### config.mk
export PLATFORM = sky130hd
export DESIGN_NAME = interval_timer_flat
export DESIGN_NICKNAME = d
export VERILOG_FILES = /design/src/rtl/traffic_pkg.sv /design/src/rtl/interval_timer_if.sv /design/src/rtl/interval_timer.sv /design/src/flat_wrapper.sv
export SDC_FILE = /design/constraint.sdc
export NUM_CORES = 1
export LEC_CHECK = 0
export CELL_PAD_IN_SITES_DETAIL_PLACEMENT = 0
export CELL_PAD_IN_SITES_GLOBAL_PLACEMENT = 1
export CORE_UTILIZATION = 34
export DETAILED_ROUTE_END_ITERATION = 12
export PLACE_DENSITY_LB_ADDON = 0.1
export SLEW_MARGIN = 20
export SYNTH_ARGS = -nofsm -noshare
export SYNTH_HDL_FRONTEND = slang
export SYNTH_SLANG_ARGS = --single-unit
### constraint.sdc
create_clock -name clk -period 2.1 [get_ports clk]
set_clock_uncertainty 0.05 [all_clocks]
set_input_delay 0.21 -clock clk [delete_from_list [all_inputs] [get_ports clk]]
set_output_delay 0.21 -clock clk [all_outputs]
set_load 0.02 [all_outputs]
### src/rtl/traffic_pkg.sv
// Shared definitions for the traffic controller blocks: interval select codes,
// duration width and the interval_timer state encoding.
package traffic_pkg;

   localparam int TIME_W = 4;
   localparam int SEL_W  = 2;

   localparam logic [SEL_W-1:0] SEL_BASE = 2'b00;
   localparam logic [SEL_W-1:0] SEL_EXT  = 2'b01;
   localparam logic [SEL_W-1:0] SEL_YEL  = 2'b10;

   localparam logic [1:0] ST_IDLE_ENC  = 2'd0;
   localparam logic [1:0] ST_FETCH_ENC = 2'd1;
   localparam logic [1:0] ST_RUN_ENC   = 2'd2;
   localparam logic [1:0] ST_DONE_ENC  = 2'd3;

   typedef enum logic [1:0] {
      ST_IDLE  = ST_IDLE_ENC,
      ST_FETCH = ST_FETCH_ENC,
      ST_RUN   = ST_RUN_ENC,
      ST_DONE  = ST_DONE_ENC
   } timer_state_e;

endpackage

### src/rtl/interval_timer_if.sv
// Signal bundle between the sequencing FSM / time-parameter store (master)
// and the interval timer (slave).
interface interval_timer_if;
   import traffic_pkg::*;

   logic              start;
   logic              abort;
   logic [SEL_W-1:0]  interval_req;
   logic              tick;
   logic [TIME_W-1:0] time_val;
   logic [SEL_W-1:0]  intervel;
   logic              busy;
   logic              expired;
   logic [TIME_W-1:0] remaining;

   modport slave (
      input  start, abort, interval_req, tick, time_val,
      output intervel, busy, expired, remaining
   );

   modport master (
      output start, abort, interval_req, tick, time_val,
      input  intervel, busy, expired, remaining
   );

endinterface

### src/rtl/interval_timer.sv
// Interval timer: selects a duration in the parameter store, waits for its
// registered value, counts it down on the 1 s tick and pulses expired.
module interval_timer
   import traffic_pkg::*;
#(
   parameter int LOAD_LAT = 2
) (
   input  logic            clk,
   input  logic            reset,
   interval_timer_if.slave bus
);

   // LOAD_LAT must be at least 2 so the store has seen the new select.
   localparam int WAIT_W = (LOAD_LAT > 2) ? $clog2(LOAD_LAT) : 1;
   localparam logic [WAIT_W-1:0] WAIT_LAST = WAIT_W'(LOAD_LAT - 1);

   timer_state_e      state_q, state_d;
   logic [SEL_W-1:0]  intervel_q, intervel_d;
   logic [WAIT_W-1:0] wait_q, wait_d;
   logic [TIME_W-1:0] remaining_q, remaining_d;
   logic              busy_q, busy_d;
   logic              expired_q, expired_d;

   always_ff @(posedge clk or negedge reset) begin
      if (!reset) begin
         state_q     <= ST_IDLE;
         intervel_q  <= SEL_BASE;
         wait_q      <= '0;
         remaining_q <= '0;
         busy_q      <= 1'b0;
         expired_q   <= 1'b0;
      end else begin
         state_q     <= state_d;
         intervel_q  <= intervel_d;
         wait_q      <= wait_d;
         remaining_q <= remaining_d;
         busy_q      <= busy_d;
         expired_q   <= expired_d;
      end
   end

   always_comb begin
      state_d     = state_q;
      intervel_d  = intervel_q;
      wait_d      = wait_q;
      remaining_d = remaining_q;

      case (state_q)
         ST_IDLE, ST_DONE: begin
            if (bus.start && !bus.abort) begin
               intervel_d = bus.interval_req;
               wait_d     = '0;
               state_d    = ST_FETCH;
            end else begin
               state_d = ST_IDLE;
            end
         end
         ST_FETCH: begin
            if (bus.abort) begin
               remaining_d = '0;
               state_d     = ST_IDLE;
            end else if (wait_q == WAIT_LAST) begin
               remaining_d = bus.time_val;
               state_d     = (bus.time_val != '0) ? ST_RUN : ST_DONE;
            end else begin
               wait_d = wait_q + WAIT_W'(1);
            end
         end
         ST_RUN: begin
            if (bus.abort) begin
               remaining_d = '0;
               state_d     = ST_IDLE;
            end else if (bus.tick) begin
               // Guarded on >=1 so the counter can never wrap below zero.
               if (remaining_q > TIME_W'(1)) begin
                  remaining_d = remaining_q - TIME_W'(1);
               end else if (remaining_q == TIME_W'(1)) begin
                  remaining_d = '0;
                  state_d     = ST_DONE;
               end
            end
         end
         default: begin
            state_d = ST_IDLE;
         end
      endcase

      busy_d    = (state_d == ST_FETCH) || (state_d == ST_RUN);
      expired_d = (state_d == ST_DONE);
   end

   assign bus.intervel  = intervel_q;
   assign bus.busy      = busy_q;
   assign bus.expired   = expired_q;
   assign bus.remaining = remaining_q;

endmodule

### src/flat_wrapper.sv
// flat-port wrapper written by rule: the top's interface ports become plain ports
module interval_timer_flat import traffic_pkg::*;
#(
   parameter int LOAD_LAT = 2
)
  (clk, reset, bus_start, bus_abort, bus_interval_req, bus_tick, bus_time_val, bus_intervel, bus_busy, bus_expired, bus_remaining);
  interval_timer_if bus_i ();
  input  logic clk;
  input  logic reset;
  input wire logic [$bits(bus_i.start)-1:0] bus_start;
  input wire logic [$bits(bus_i.abort)-1:0] bus_abort;
  input wire logic [$bits(bus_i.interval_req)-1:0] bus_interval_req;
  input wire logic [$bits(bus_i.tick)-1:0] bus_tick;
  input wire logic [$bits(bus_i.time_val)-1:0] bus_time_val;
  output wire logic [$bits(bus_i.intervel)-1:0] bus_intervel;
  output wire logic [$bits(bus_i.busy)-1:0] bus_busy;
  output wire logic [$bits(bus_i.expired)-1:0] bus_expired;
  output wire logic [$bits(bus_i.remaining)-1:0] bus_remaining;
  assign bus_i.start = bus_start;
  assign bus_i.abort = bus_abort;
  assign bus_i.interval_req = bus_interval_req;
  assign bus_i.tick = bus_tick;
  assign bus_i.time_val = bus_time_val;
  assign bus_intervel = bus_i.intervel;
  assign bus_busy = bus_i.busy;
  assign bus_expired = bus_i.expired;
  assign bus_remaining = bus_i.remaining;
  interval_timer #(.LOAD_LAT(LOAD_LAT)) u_core (.clk(clk), .reset(reset), .bus(bus_i));
endmodule
==> flow_summary_export.csv <==
group,metric,value,unit
floorplan,die_x,46.4,µm
sta,max_slew_margin,68.5,%
floorplan,io_pins,19,
yosys,synth_edf_count,0,
pwr,p_leak,0.388,nW
sta,hold_viol_final,0,
yosys,avgSynthCellArea,9.86,µm²
sta,rsz0062_at_grt,"no",
yosys,synth.area.top_cells,"dfrtp_1, ha_1, o21ai_0, nor4b_2, nand2b_1",
placement,placed_cells,114,
worst_setup_path,r2r_setup_slack,0.15,ns
clocking,clk_latency,0.26,ns
worst_setup_path,start_kind,"flip-flop",
worst_setup_path,critical_path_class,"flip-flop to flip-flop",
yosys,synth_area,671,µm²
layout,num_antenna_cells,0,
global_routing,gr-total-overflow,0,
placement,placed_cell_area,905,µm²
drt,ant_nets,0,
yosys,synth_top_area_cell,"dfrtp_1",
pwr,clkPwrFrac,21.3,%
floorplan,dieArea,2150,µm²
clocking,cts_buffers,3,
floorplan,die_y,46.4,µm
sta,finalSetupTns,0,ns
clocking,cts_hold_buf,0,
global_routing,grt_pass1_vias,539,
hold_path,hp-class,"input port to asynchronous set/reset pin",
worst_setup_path,arrival,2.04,ns
job,drv_cap,0,
global_routing,antenna_found_initial,0,
drt,dr_total_vias,591,
yosys,synth.area.mux_share,5.60,%
worst_setup_path,worstPathRequired,2.19,ns
clocking,cts.reportedPaths.clkPinSlew,0.07,ns
global_routing,grt_max_degree,12,
clocking,cts_setup_buffers,0,
worst_setup_path,end_kind,"flip-flop",
global_routing,track_usage,15.3,%
sta,fin_ws,0.147,ns
drt,drc_errors,0,
sta,max_freq,512,MHz
clocking,tritoncts,"yes",
yosys,synth-simple-area-share,24.3,%
yosys,synth.top_cell.area_share,41.0,%
drt,wl_per_cell,12.1,µm
drt,wirelength,1.43,mm
yosys,synth-compound-area-share,17.5,%
yosys,postSynth.asyncResetShare,100,%
layout,drive_gt1_share,12.9,%
placement,place_congestion,0.773,
worst_setup_path,crit_path_max_fanout,6,
clocking,htreeDepth,1,
floorplan,start_util,37.6,%
yosys,synth_most_common_cell,"dfrtp_1",
yosys,synth_top_family_by_area,"simple AND/OR/NAND/NOR gates",
global_routing,grt_pass1_wl,2.31,mm
floorplan,row_count,15,
yosys,synthFlopType,"dfrtp_1",
pwr,pwr_density_cell,682,nW/µm²
layout,area_delta_synth_final,38.8,%
layout,final_nets,110,
yosys,syn_inst,68,
sta,worst_pin_slew,0.471,ns
pwr,power.switching,201,µW
placement,dpl_worst_slack,0.150,ns
yosys,syn-num-nets,84,
pwr,ir_worst_vdd,0.414,mV
floorplan,core,1780,µm²
clocking,clkSinkCount,11,
worst_setup_path,r2r_end,"u_core.bus.remaining[1]",
pwr,seq_power_share,42.7,%
layout,stdcell_area,931,µm²
placement,place_hpwl,1.12,mm
sta,min_period,1.95,ns
layout,instances_no_fill,118,
placement,port_buffers,18,
sta,maxSlewViolCount,0,
worst_setup_path,startpoint,"u_core.bus.remaining[0]",
worst_setup_path,regToRegStartpoint,"u_core.bus.remaining[0]",
sta,setup_viol,0,
drt,drtPass1Iterations,4,
yosys,synth_commonest_cells,"dfrtp_1, o21ai_0, ha_1",
yosys,yosys_warnings,0,
run_status,status,"complete, no violations",
pwr,combPwrFrac,36.0,%
pwr,internal-power,435,µW
sta,timing.final.crit_share,93.0,%
drt,routed_via_density,5.01,
yosys,ys_seq_elements,11,
drt,dr.first_iter.drc_count,9,
yosys,ys_types,24,
yosys,seq_area_frac_synth,41.0,%
pwr,swShare,31.6,%
clocking,root_buffer,"clkbuf_4",
clocking,post_cts_resized,0,
yosys,yosys.area_share.xor_xnor,0,%
worst_setup_path,r2r_cells,6,
clocking,cts_buffer_depth,2,
yosys,synth_adder_area_share,9.33,%
-- power by group through the flow --
stage / Sequential [mW] / Combinational [mW] / Clock, mW
after floorplan: 0.298 / 0.103 / 0
after detailed placement: 0.275 / 0.229 / 0
after global routing: 0.275 / 0.251 / 0.151
after CTS: 0.270 / 0.231 / 0.144
after global placement: 0.275 / 0.229 / 0
final: 0.271 / 0.228 / 0.135
-- cell usage in the layout, fill, tap and decap left out, types with 2 or more instances in the layout --
master,Yosys,routed
a21oi_1,3,3
buf_4,0,3
a22o_1,2,2
nor4b_2,2,2
nand2_1,4,4
o22ai_1,3,3
nor3_1,3,3
mux2_2,2,2
inv_1,4,4
clkbuf_4,0,3
ha_1,5,5
dfrtp_1,11,11
o21ai_0,6,6
o31ai_1,2,2
nor2b_1,4,4
nor2_1,4,4
nand2b_1,4,4
clkdlybuf4s50_1,0,18
-- worst max path at each step --
stage / endpoint / slack [ns] / cells after the start
2_1_floorplan: u_core.bus.remaining[1] / 0.16 / 6
3_3_place_gp: u_core.bus.remaining[1] / 0.18 / 6
3_5_place_dp: u_core.bus.remaining[1] / 0.15 / 6
4_1_cts: u_core.bus.remaining[1] / 0.14 / 6
5_1_grt: u_core.bus.remaining[1] / 0.06 / 6
6_report: u_core.bus.remaining[1] / 0.15 / 6
-- stage by stage --
step	utilization, %	power (mW)	hold slack [ns]
2_1_floorplan	-	0.401	-0.136
5_1_grt	52.2	0.677	0.261
3_5_place_dp	50.7	0.504	0.447
6_report	52.2	0.635	0.223
4_1_cts	52.2	0.645	0.227
3_3_place_gp	50.7	0.503	0.437
-- sequential cells by signal, indices dropped and copies added, names as in the netlist --
register              count
u_core.wait_q             1
u_core.bus.remaining      4
u_core.state_q            2
u_core.bus.intervel       2
u_core.bus.expired        1
u_core.bus.busy           1
-- critical path, stage by stage (launching register included) --
cell and delay (ns):
dfrtp_1 0.44, inv_1 0.07, ha_1 0.24, nor4b_2 0.18
nor4b_2 0.35, or2_4 0.22, mux2_4 0.29
-- metal layers --
| layer | share of wire, % | vias up | global-route usage (%) |
|---|---|---|---|
| li1 | - | 300 | - |
| met1 | 52 | 276 | 23.8 |
| met2 | 42 | 15 | 19.7 |
| met3 | 5.8 | 0 | 2.35 |
| met4 | 0 | 0 | 8.24 |
| met5 | 0 | - | 0 |
-- area by class of cell --
type	instances	area, µm²
timing repair buffer	21	203
inverter	4	15.0
fill	172	852
multi-input combinational	53	380
tap	25	31.3
clock buffer	4	26.3
sequential	11	275
-- logic make-up (layout without fill, tap and decap cells) --
family                     count (synthesis)  count (layout)
and+or+nand+nor                           26              26
AOI/OAI and AO/OA                         19              19
DFF                                       11              11
adders and majority gates                  5               5
buffers and inverters                      4              29
muxes                                      3               3
(Power assumes the default switching activity.)
